### config.mk
export PLATFORM = sky130hd
export DESIGN_NAME = muldiv_seq_flat
export DESIGN_NICKNAME = d
export VERILOG_FILES = /design/src/rtl/muldiv_pkg.sv /design/src/rtl/muldiv_seq_if.sv /design/src/rtl/muldiv_cneg.sv /design/src/rtl/muldiv_seq.sv /design/src/flat_wrapper.sv
export SDC_FILE = /design/constraint.sdc
export NUM_CORES = 1
export LEC_CHECK = 0
export ABC_CLOCK_PERIOD_IN_PS = 6260
export BUFFER_PORTS_ARGS = -buffer_cell sky130_fd_sc_hd__clkbuf_2
export CAP_MARGIN = 15
export CORE_ASPECT_RATIO = 1.75
export CORE_MARGIN = 1.5
export CORE_UTILIZATION = 50
export DETAILED_ROUTE_END_ITERATION = 6
export HOLD_SLACK_MARGIN = 0.15
export PLACE_DENSITY = 0.69
export SLEW_MARGIN = 20
export SYNTH_ARGS = -nofsm -noshare
export SYNTH_HDL_FRONTEND = slang
export SYNTH_SLANG_ARGS = --single-unit
### constraint.sdc
create_clock -name CLK -period 6.26 [get_ports CLK]
set_input_delay 1.252 -clock CLK [delete_from_list [all_inputs] [get_ports CLK]]
set_output_delay 1.252 -clock CLK [all_outputs]
set_load 0.01 [all_outputs]
### src/rtl/muldiv_pkg.sv
// muldiv_pkg: shared constants and encodings for the multiply/divide sequencer.
//   MD_WIDTH  - operand width (only 32 is supported)
//   MD_ITER   - shift iterations per multiply/divide
//   op_e      - EX-stage op codes presented on Op (11x decode as no-op)
//   state_e   - sequencer states
package muldiv_pkg;
  localparam int MD_WIDTH = 32;
  localparam int MD_ITER  = MD_WIDTH;

  typedef enum logic [2:0] {
    OP_MULT  = 3'b000,
    OP_MULTU = 3'b001,
    OP_DIV   = 3'b010,
    OP_DIVU  = 3'b011,
    OP_MTHI  = 3'b100,
    OP_MTLO  = 3'b101
  } op_e;

  typedef enum logic [1:0] {
    S_IDLE = 2'd0,
    S_MUL  = 2'd1,
    S_DIV  = 2'd2,
    S_FIX  = 2'd3
  } state_e;
endpackage

### src/rtl/muldiv_seq_if.sv
// muldiv_seq_if: EX-stage <-> HI/LO sequencer bundle.
//   master (pipeline): drives Start, Op, OpA, OpB, ReadHiLo, Flush;
//                      sees Busy, Stall, HI, LO, DivZero.
//   slave  (muldiv_seq): the reverse.
interface muldiv_seq_if #(
  parameter int WIDTH = 32
);
  logic             Start;
  logic [2:0]       Op;
  logic [WIDTH-1:0] OpA;
  logic [WIDTH-1:0] OpB;
  logic             ReadHiLo;
  logic             Flush;
  logic             Busy;
  logic             Stall;
  logic [WIDTH-1:0] HI;
  logic [WIDTH-1:0] LO;
  logic             DivZero;

  modport master (
    output Start, Op, OpA, OpB, ReadHiLo, Flush,
    input  Busy, Stall, HI, LO, DivZero
  );

  modport slave (
    input  Start, Op, OpA, OpB, ReadHiLo, Flush,
    output Busy, Stall, HI, LO, DivZero
  );
endinterface

### src/rtl/muldiv_cneg.sv
// muldiv_cneg: combinational conditional two's-complement negate.
//   i_neg - 1: output -i_val, 0: pass through
//   i_val - W-bit input
//   o_val - W-bit result (modulo 2^W)
module muldiv_cneg #(
  parameter int W = 32
) (
  input  logic         i_neg,
  input  logic [W-1:0] i_val,
  output logic [W-1:0] o_val
);
  assign o_val = i_neg ? (~i_val + W'(1)) : i_val;
endmodule

### src/rtl/muldiv_seq.sv
// muldiv_seq: iterative MULT/MULTU/DIV/DIVU sequencer with the HI/LO pair,
// plus MTHI/MTLO. One result bit per cycle over a shared 2*WIDTH accumulator,
// followed by one sign-fix cycle that writes HI/LO.
//   CLK     - clock, rising edge
//   Reset_L - asynchronous active-low reset
//   bus     - muldiv_seq_if.slave (op issue, HI/LO read hazard, results)
module muldiv_seq
  import muldiv_pkg::*;
#(
  parameter int WIDTH = MD_WIDTH,
  parameter int ITER  = MD_ITER,
  parameter int CNT_W = $clog2(ITER) + 1
) (
  input  logic        CLK,
  input  logic        Reset_L,
  muldiv_seq_if.slave bus
);
  state_e             r_state, w_state_nxt;
  logic [CNT_W-1:0]   r_cnt;
  logic [2*WIDTH-1:0] r_acc;
  logic [WIDTH-1:0]   r_b;
  logic [WIDTH-1:0]   r_hi, r_lo;
  logic               r_is_div, r_neg_res, r_neg_rem, r_divzero;

  logic               w_busy, w_accept, w_signed, w_is_mul, w_is_div, w_b_zero;
  logic [WIDTH-1:0]   w_abs_a, w_abs_b;
  logic [WIDTH:0]     w_mul_sum, w_rem_sh, w_diff;
  logic               w_fits;
  logic [WIDTH-1:0]   w_rem_nxt;
  logic [2*WIDTH-1:0] w_prod;
  logic [WIDTH-1:0]   w_quot, w_rem;

  assign w_busy   = (r_state != S_IDLE);
  assign w_accept = bus.Start & ~bus.Flush & ~w_busy;
  assign w_signed = (bus.Op == OP_MULT) | (bus.Op == OP_DIV);
  assign w_is_mul = (bus.Op == OP_MULT) | (bus.Op == OP_MULTU);
  assign w_is_div = (bus.Op == OP_DIV)  | (bus.Op == OP_DIVU);
  assign w_b_zero = (bus.OpB == '0);

  // Signed ops iterate on magnitudes; sign is restored in FIX.
  muldiv_cneg #(.W(WIDTH)) u_abs_a (
    .i_neg(w_signed & bus.OpA[WIDTH-1]), .i_val(bus.OpA), .o_val(w_abs_a));
  muldiv_cneg #(.W(WIDTH)) u_abs_b (
    .i_neg(w_signed & bus.OpB[WIDTH-1]), .i_val(bus.OpB), .o_val(w_abs_b));

  // Multiply: multiplier sits in the low half and shifts out LSB-first;
  // the partial product grows into the upper half with its carry.
  assign w_mul_sum = {1'b0, r_acc[2*WIDTH-1:WIDTH]} +
                     (r_acc[0] ? {1'b0, r_b} : '0);

  // Divide: remainder in the upper half, dividend shifting into it from the
  // low half while quotient bits enter at the bottom. A set MSB on the
  // shifted remainder means it already exceeds any 32-bit divisor.
  assign w_rem_sh  = {r_acc[2*WIDTH-1:WIDTH], r_acc[WIDTH-1]};
  assign w_diff    = w_rem_sh - {1'b0, r_b};
  assign w_fits    = w_rem_sh[WIDTH] | ~w_diff[WIDTH];
  assign w_rem_nxt = w_fits ? w_diff[WIDTH-1:0] : w_rem_sh[WIDTH-1:0];

  muldiv_cneg #(.W(2*WIDTH)) u_fix_prod (
    .i_neg(r_neg_res), .i_val(r_acc), .o_val(w_prod));
  muldiv_cneg #(.W(WIDTH)) u_fix_quot (
    .i_neg(r_neg_res), .i_val(r_acc[WIDTH-1:0]), .o_val(w_quot));
  muldiv_cneg #(.W(WIDTH)) u_fix_rem (
    .i_neg(r_neg_rem), .i_val(r_acc[2*WIDTH-1:WIDTH]), .o_val(w_rem));

  always_ff @(posedge CLK or negedge Reset_L) begin
    if (!Reset_L) r_state <= S_IDLE;
    else          r_state <= w_state_nxt;
  end

  always_comb begin
    w_state_nxt = r_state;
    unique case (r_state)
      S_IDLE: begin
        if (w_accept && w_is_mul)                   w_state_nxt = S_MUL;
        else if (w_accept && w_is_div && !w_b_zero) w_state_nxt = S_DIV;
      end
      S_MUL, S_DIV: if (r_cnt == '0) w_state_nxt = S_FIX;
      S_FIX:        w_state_nxt = S_IDLE;
      default:      w_state_nxt = S_IDLE;
    endcase
    if (bus.Flush) w_state_nxt = S_IDLE;
  end

  always_ff @(posedge CLK or negedge Reset_L) begin
    if (!Reset_L) begin
      r_cnt     <= '0;
      r_acc     <= '0;
      r_b       <= '0;
      r_hi      <= '0;
      r_lo      <= '0;
      r_is_div  <= 1'b0;
      r_neg_res <= 1'b0;
      r_neg_rem <= 1'b0;
      r_divzero <= 1'b0;
    end else begin
      r_divzero <= 1'b0;
      unique case (r_state)
        S_IDLE: if (w_accept) begin
          case (bus.Op)
            OP_MTHI: r_hi <= bus.OpA;
            OP_MTLO: r_lo <= bus.OpA;
            OP_MULT, OP_MULTU, OP_DIV, OP_DIVU: begin
              if (w_is_div && w_b_zero) begin
                r_hi      <= bus.OpA;
                r_lo      <= '1;
                r_divzero <= 1'b1;
              end else begin
                r_acc     <= {{WIDTH{1'b0}}, w_abs_a};
                r_b       <= w_abs_b;
                r_cnt     <= CNT_W'(ITER - 1);
                r_is_div  <= w_is_div;
                r_neg_res <= w_signed & (bus.OpA[WIDTH-1] ^ bus.OpB[WIDTH-1]);
                r_neg_rem <= w_signed & bus.OpA[WIDTH-1];
              end
            end
            default: ;
          endcase
        end
        S_MUL: begin
          r_acc <= {w_mul_sum, r_acc[WIDTH-1:1]};
          r_cnt <= r_cnt - 1'b1;
        end
        S_DIV: begin
          r_acc <= {w_rem_nxt, r_acc[WIDTH-2:0], w_fits};
          r_cnt <= r_cnt - 1'b1;
        end
        S_FIX: if (!bus.Flush) begin
          if (r_is_div) begin
            r_hi <= w_rem;
            r_lo <= w_quot;
          end else begin
            r_hi <= w_prod[2*WIDTH-1:WIDTH];
            r_lo <= w_prod[WIDTH-1:0];
          end
        end
        default: ;
      endcase
    end
  end

  assign bus.Busy    = w_busy;
  assign bus.Stall   = w_busy & (bus.Start | bus.ReadHiLo);
  assign bus.HI      = r_hi;
  assign bus.LO      = r_lo;
  assign bus.DivZero = r_divzero;
endmodule

### src/flat_wrapper.sv
// flat-port wrapper written by rule: the top's interface ports become plain ports
module muldiv_seq_flat import muldiv_pkg::*;
#(
  parameter int WIDTH = MD_WIDTH,
  parameter int ITER  = MD_ITER,
  parameter int CNT_W = $clog2(ITER) + 1
)
  (CLK, Reset_L, bus_Start, bus_Op, bus_OpA, bus_OpB, bus_ReadHiLo, bus_Flush, bus_Busy, bus_Stall, bus_HI, bus_LO, bus_DivZero);
  muldiv_seq_if #(.WIDTH(WIDTH)) bus_i ();
  input  logic CLK;
  input  logic Reset_L;
  input wire logic [$bits(bus_i.Start)-1:0] bus_Start;
  input wire logic [$bits(bus_i.Op)-1:0] bus_Op;
  input wire logic [$bits(bus_i.OpA)-1:0] bus_OpA;
  input wire logic [$bits(bus_i.OpB)-1:0] bus_OpB;
  input wire logic [$bits(bus_i.ReadHiLo)-1:0] bus_ReadHiLo;
  input wire logic [$bits(bus_i.Flush)-1:0] bus_Flush;
  output wire logic [$bits(bus_i.Busy)-1:0] bus_Busy;
  output wire logic [$bits(bus_i.Stall)-1:0] bus_Stall;
  output wire logic [$bits(bus_i.HI)-1:0] bus_HI;
  output wire logic [$bits(bus_i.LO)-1:0] bus_LO;
  output wire logic [$bits(bus_i.DivZero)-1:0] bus_DivZero;
  assign bus_i.Start = bus_Start;
  assign bus_i.Op = bus_Op;
  assign bus_i.OpA = bus_OpA;
  assign bus_i.OpB = bus_OpB;
  assign bus_i.ReadHiLo = bus_ReadHiLo;
  assign bus_i.Flush = bus_Flush;
  assign bus_Busy = bus_i.Busy;
  assign bus_Stall = bus_i.Stall;
  assign bus_HI = bus_i.HI;
  assign bus_LO = bus_i.LO;
  assign bus_DivZero = bus_i.DivZero;
  muldiv_seq #(.WIDTH(WIDTH), .ITER(ITER), .CNT_W(CNT_W)) u_core (.CLK(CLK), .Reset_L(Reset_L), .bus(bus_i));
endmodule
==> metrics.md, run 1 <==
| Metric | Value |
|---|---|
| Slew @ Worst Pin | about 0.99 ns |
| Top post-synthesis cells by count | 219 x nand2_1, 189 x o21ai_0, 172 x dfrtp_1 |
| Final Max Slew Viols | 0 |
| Ys async rst share | 100% |
| Layout Area Growth over Synthesis | 9.32% |
| Reg2Reg Depth | 9 |
| Final wirelength | 52.8 mm |
| Detailed Place HPWL | 40.0 mm |
| DIE HEIGHT | 232 um |
| FP Rows | 83 |
| Vias in the first global route | approximately 15,000 |
| Synthesized instance count | between 1,500 and 2,000 |
| I/O Buffers | 138 |
| Seq pwr share | 27.0% |
| Die X | 134 um |
| Ys Warns | 0 |
| Die area | 0.0311 mm2 |
| Yosys top cell by area | dfrtp_1 |
| Worst endpoint required time | 6.64 ns |
| Syn_nets | 2,095 |
| Internal power | 4.02 mW |
| Iter 0 DRT Violations | between 1,000 and 1,500 |
| Total Neg Setup Slack | 0 ns |
| Starting Density | 51.0% |
| Avg Inst Size Synth | 7.70 um2 |
| Largest family of logic cells by synthesized area | compound AO/OA/AOI/OAI gates |
| Static Leakage | 7.46 nW |
| Max Fclk | 232 MHz |
| H-tree Lvls | 4 |
| Mapped Area | ~0.015 mm2 |
| Detail Route Antenna Nets | 0 |
| Min-Delay Path Class | flop to flop |
| Adder-Cell Fraction of Synth Area | 6.53% |
| Pwr dens | roughly 500 mW/mm2 |
| Endpoints failing setup | 0 |
| Post-synthesis compound-gate area fraction | 27.5% |
| VDD IR max | 0.300 mV |
| Max Cap Viol | 0 |
| Fraction of layout cells with a size suffix above 1 | 11.1% |
| Final hold vios | 0 |
| First-pass GRT wire length | 81.0 mm |
| Via count | 15,047 |
| Post-CTS Setup Inserts | 0 |
| Ports | 139 |
| Synthesized-area fraction occupied by xor and xnor cells | 9.64% |
| Failing checks | DRC |
| ANT cells | 0 |
| Hold depth | 1 |
| Grt total ovfl | 0 |
| Worst skew pair latency | 0.47 ns |
| Worst hold slack | 0.480 ns |
| Status | finished with violations |
| Most used DFF post-synth | dfrtp_1 |
| Critical Path Fanout Max | 56 |
| Clock power frac | 13.4% |
| # fillers | ~2,900 |
| Largest cells by area after synthesis | dfrtp_1 29%, o21ai_0 6.3%, ha_1 6.3% |
| Most numerous cell in the Yosys netlist | nand2_1 |
| Per-cell routed wire length | 22.1 um |
| CTS sink count | 172 |
| Global Route Usage Sum | between 30 and 40% |
| Crit Path Class | input pin to flop |
| Crit end category | flop |
| Final period utilization | 69.0% |
| Via-per-instance ratio | 6.29 |
| Routability-driven placement congestion ratio | a little over 1 |
| CTS Buffer Depth | 2 |
| Hold Buf Count CTS | 0 |
| Switching power | 4.21 mW |
| Multiplexer share of the synthesized area | 1.01% |
| Simple-Gate Fraction of Synth Area | 20.1% |
| Nets | 2,148 |
| CP startpoint kind | input pin |
| Cts bufs inserted | 17 |
| Post-synth EDFFs | 0 |
| Drt drc | 6 |
| Clk slew on worst S/H paths | 0.07 ns |
| TritonCTS clock tree | built |
| Combinational power share | 59.6% |
| Post-layout util | between 50 and 60% |
| Largest net degree at the start of global routing | 105 |
| 1st-pass router iterations | 7 |
| Post-layout min period | 4.32 ns |
| Area share of the largest cell type after synthesis | 28.7% |
| Seq/Total Area, Yosys | between 20% and 30% |
| PostCTS Resize Cnt | 0 |
| Final Skew | ~0.013 ns |
| Initial antenna violation count | 0 |
| Root Driver | clkbuf_16 |
| WP data arrival | 4.70 ns |
| Synth unique cells | 82 |
| Slew margin rel. | roughly 33% |
| Seq cells post-synth | 172 |
| CORE AREA | around 0.029 mm2 |
| RSZ-0062 raised after global routing | false |
| Switching share of power | 51.1% |
[cell families after synthesis]
kind of cell	Yosys count
multiplexers	15
buffers and inverters	222
adder cells (fa/ha/maj)	77
XOR/XNOR	165
AO/OA/AOI/OAI	656
flip-flops	172
AND/OR/NAND/NOR	639
[worst max-delay path, stage by stage]
cell	delay, ns
clkbuf_2	0.10
or4_1	0.56
nor3_1	0.44
and3_1	0.26
nand4_1	0.34
o21ai_0	0.63
o21ai_4	0.10
buf_4	0.29
clkinv_1	0.24
nand2_1	0.23
o21ai_0	0.22
[cells in the final DEF (no fill, tap or decap), types with 48 or more instances in the layout]
master / instances
dfrtp_1: 172
a21oi_1: 171
nor3_1: 48
xor2_1: 67
clkbuf_2: 137
nand2_1: 218
xnor2_1: 98
ha_1: 73
inv_1: 92
o31ai_1: 53
o21ai_0: 188
nor2_1: 171
[path summary, 6_finish.rpt]
kind | slack [ns] | from | to
max in group asynchronous | 4.17 | Reset_L | u_core.bus.LO[4]
setup / recovery | 1.94 | bus_OpB[20] | u_core.bus.HI[3]
hold / removal | 0.48 | u_core.bus.LO[24] | u_core.bus.LO[24]
min in group asynchronous | 0.75 | Reset_L | u_core.r_acc[11]
setup reg to reg | 1.95 | u_core.r_acc[14] | u_core.bus.HI[5]
hold reg to reg | 0.48 | u_core.bus.LO[24] | u_core.bus.LO[24]
[power by group through the flow]
stage	clock, mW	sequential [mW]	combinational [mW]
floorplan	0	2.02	3.59
global placement	0	2.20	4.74
detailed placement	0	2.22	4.84
CTS	1.11	2.20	4.84
global route	1.15	2.27	5.42
finish	1.10	2.22	4.91
[layer usage]
metal	track usage, %	wire (um)	vias up
li1	-	-	7111
met1	34.4	18700	7148
met2	61.6	26700	570
met3	5.11	2610	218
met4	28.4	4840	0
met5	0	0	-
[final cells by class]
type	instances	area, um2	share of cell area (%)
multi-input cells	1552	9760	59.6
flip-flops and latches	172	4300	26.3
repair buffers	161	902	5.50
well taps	382	478	2.92
clock buffers	19	433	2.64
inverters	95	357	2.18
clock inverters	13	153	0.931
[sequential cells by signal, summed over array words and instances (netlist names)]
name	count
u_core.bus.DivZero	1
u_core.r_neg_rem	1
u_core.r_is_div	1
u_core.r_cnt	6
u_core.r_neg_res	1
u_core.r_state	2
u_core.r_acc	64
u_core.bus.HI	32
u_core.r_b	32
u_core.bus.LO	32
[stage by stage]
step / cell area, um2 / cells / setup slack [ns] / power, mW
3_5_place_dp: 15800 / 2361 / 1.46 / 7.05
4_1_cts: 16400 / 2393 / 1.97 / 8.16
2_1_floorplan: 15000 / 1946 / 2.35 / 5.61
5_1_grt: 16400 / 2394 / 1.70 / 8.84
3_3_place_gp: 15800 / 2361 / 1.59 / 6.94
6_report: 16400 / 2394 / 1.94 / 8.23
Power figures use the tool's default switching activity.
==> run 2, diff against run 1 <==
- ABC_CLOCK_PERIOD_IN_PS: 6260 -> 3700
- PLACE_DENSITY: 0.69 -> 0.72
- clock period: 6.26 -> 3.7 ns (I/O delays scaled with it)
==> metrics.md, run 2 (synthesis results as in run 1) <==
| Metric | Value |
|---|---|
| Clk slew on worst S/H paths | 0.07 ns (about the same) |
| Met3 GRT Util | 5.13% (+0.022 points) |
| First-pass GRT wire length | 84.3 mm (+4.1%) |
| Worst endpoint required time | 4.03 ns (-2.61 ns) |
| Worst skew pair latency | 0.47 ns (about the same) |
| Largest net degree at the start of global routing | 81 (-23%) |
| Per-cell routed wire length | 21.7 um (-1.5%) |
| FP Rows | 83 (unchanged) |
| Layout Area Growth over Synthesis | 15.5% |
| Fraction of layout cells with a size suffix above 1 | 16.5% (+5.4 points) |
| Seq pwr share | 23.9% (-3.1 points) |
| ANT cells | 0 (unchanged) |
| 1st-pass router iterations | 5 (-2) |
| Detailed Place HPWL | 42.7 mm (+6.8%) |
| Ports | 139 (unchanged) |
| Clock power frac | 12.2% (-1.2 points) |
| Largest stage delay on the critical path | 0.57 ns (-0.06 ns) |
| Die area | 0.0311 mm2 (unchanged) |
| Drt drc | 0 (-6) |
| VDD IR max | 0.542 mV (+81%) |
| CTS Buffer Depth | 2 (unchanged) |
| Iter 0 DRT Violations | 1,303 (+19%) |
| Post-CTS Setup Inserts | 0 (unchanged) |
| Switching power | 7.37 mW (+75%) |
| Cts bufs inserted | 17 (unchanged) |
| Root Driver | clkbuf_16 |
| RSZ-0062 raised after global routing | false |
| Critical Path Fanout Max | 4 (-93%) |
| # fillers | 2,751 (-3.6%) |
| Reg with most FFs | u_core.r_acc |
| Final Max Slew Viols | 0 (unchanged) |
| Pwr dens | 847 mW/mm2 (+69%) |
| Internal power | 7.29 mW (+81%) |
| Worst hold slack | 0.311 ns (-0.170 ns) |
| Max Fclk | 274 MHz |
| Grt total ovfl | 0 (unchanged) |
| Final Skew | 0.0117 ns (-0.00163 ns) |
| Routability-driven placement congestion ratio | 1.01 (-1.6%) |
| Post-layout util | 58.9% (+3.2 points) |
| Largest register FFs | 64 (unchanged) |
| Max Cap Viol | 0 (unchanged) |
| Final wirelength | 54.6 mm (+3.5%) |
| Status | finished, final reports clean |
| CP most frequent cell | or4_4 |
| WP data arrival | 3.99 ns (-0.71 ns) |
| CORE AREA | 0.0294 mm2 (unchanged) |
| Met1 global-route usage | 34.7% (+0.37 points) |
| I/O Buffers | 138 (unchanged) |
| Commonest non-fill, non-tap cell in the layout | nand2_1 |
| Via count | 15,623 (+3.8%) |
| TritonCTS clock tree | built |
| Detail Route Antenna Nets | 0 (unchanged) |
| Combinational power share | 63.9% (+4.3 points) |
| Via-per-instance ratio | 6.21 (-1.1%) |
| Global Route Usage Sum | 35.4% (+1.2 points) |
| GR Util met2 | 65.8% (+4.2 points) |
| CTS sink count | 172 (unchanged) |
| Slew @ Worst Pin | 1.11 ns (+0.118 ns) |
| Die X | 134 um (unchanged) |
| H-tree Lvls | 4 (unchanged) |
| Initial antenna violation count | 0 (unchanged) |
| Min-Delay Path Class | input pin to asynchronous set/reset pin |
| DIE HEIGHT | 232 um (unchanged) |
| Final hold vios | 0 (unchanged) |
| Slew margin rel. | 25.2% (-8.1 points) |
| Endpoints failing setup | 0 (unchanged) |
| Switching share of power | 50.3% (-0.84 points) |
| Final period utilization | 98.7% |
| Most frequent cells in the layout | 217 x nand2_1, 188 x o21ai_0, 172 x dfrtp_1, 171 x nor2_1, 169 x a21oi_1 |
| Static Leakage | 8.06 nW (+8.1%) |
| Starting Density | 51.0% (unchanged) |
| Crit end category | flop |
| Most used routing layer | met2 |
| Crit path cell chain | or4_4 -> or4_4 -> or4_4 -> or4_4 -> o311ai_2 -> o21ai_2 -> xor2_1 -> mux2i_2 -> o21ai_1 |
| Crit Path Class | flop to flop |
| Post-layout min period | 3.65 ns |
| Nets | 2,268 (+5.6%) |
| Slowest cell on crit path | or4_4 |
| CP startpoint kind | flop |
| Vias in the first global route | 15,457 (+5.9%) |
run 2: changes by cell type in the layout (fill, tap and decap cells not counted), sizes merged:
cell    delta
clkinv     +4
inv        -4
bufinv     -1
clkbuf     +1
buf      +120
run 2: power groups by stage:
stage | registers, mW | clock network (mW) | logic [mW]
2_1_floorplan | 3.41 | 0 | 6.08
3_3_place_gp | 3.49 | 0 | 9.01
3_5_place_dp | 3.51 | 0 | 9.19
4_1_cts | 3.48 | 1.80 | 9.23
5_1_grt | 3.59 | 1.88 | 10.3
6_report | 3.51 | 1.78 | 9.37
run 2: cell type report:
type	count	area (um2)	share of cell area [%]
multi-input cells	1552	9800	56.6
flip-flops and latches	172	4300	24.9
repair buffers	281	1820	10.5
well taps	382	478	2.76
clock buffers	20	447	2.58
inverters	95	357	2.06
clock inverters	12	115	0.665
run 2: timing repair:
item,4_1_cts,5_1_grt
hold buffers,0,0
pin swaps,0,2
setup endpoints to repair,1,9
resized for setup,3,8
run 2: final timing paths:
check,from,to,slack [ns],cells past startpoint
min in group CLK,u_core.bus.LO[19],u_core.bus.LO[19],0.48,2
max,u_core.r_acc[14],u_core.bus.HI[5],0.05,9
min reg2reg,u_core.bus.LO[19],u_core.bus.LO[19],0.48,2
max in group asynchronous,Reset_L,u_core.r_b[25],2.44,2
min,Reset_L,u_core.bus.LO[8],0.31,1
max reg2reg,u_core.r_acc[14],u_core.bus.HI[5],0.05,9
run 2: metal layers:
metal | routed length [um] | vias up
met5 | 0 | -
met1 | 18600 | 7386
li1 | - | 7358
met2 | 28600 | 659
met4 | 4730 | 0
met3 | 2780 | 220
run 2: through the flow:
step                      TNS (ns)  power (mW)  area, um2  setup WS (ns)  std cells
after floorplan                  0        9.49      15000          0.249       1946
after global placement     -0.0439        12.5      16700        -0.0439       2482
after detailed placement   -0.0677        12.7      16700        -0.0677       2482
after CTS                        0        14.5      17300         0.0355       2514
after global routing             0        15.8      17300        0.00460       2514
final                            0        14.7      17300         0.0468       2514
run 2: critical path: cells and delay by family (launching register included):
kind,cells,cell delay (ns)
XOR/XNOR,1,0.18
AO/OA/AOI/OAI,3,0.50
multiplexers,1,0.37
flip-flops,1,0.39
AND/OR/NAND/NOR,4,2.07
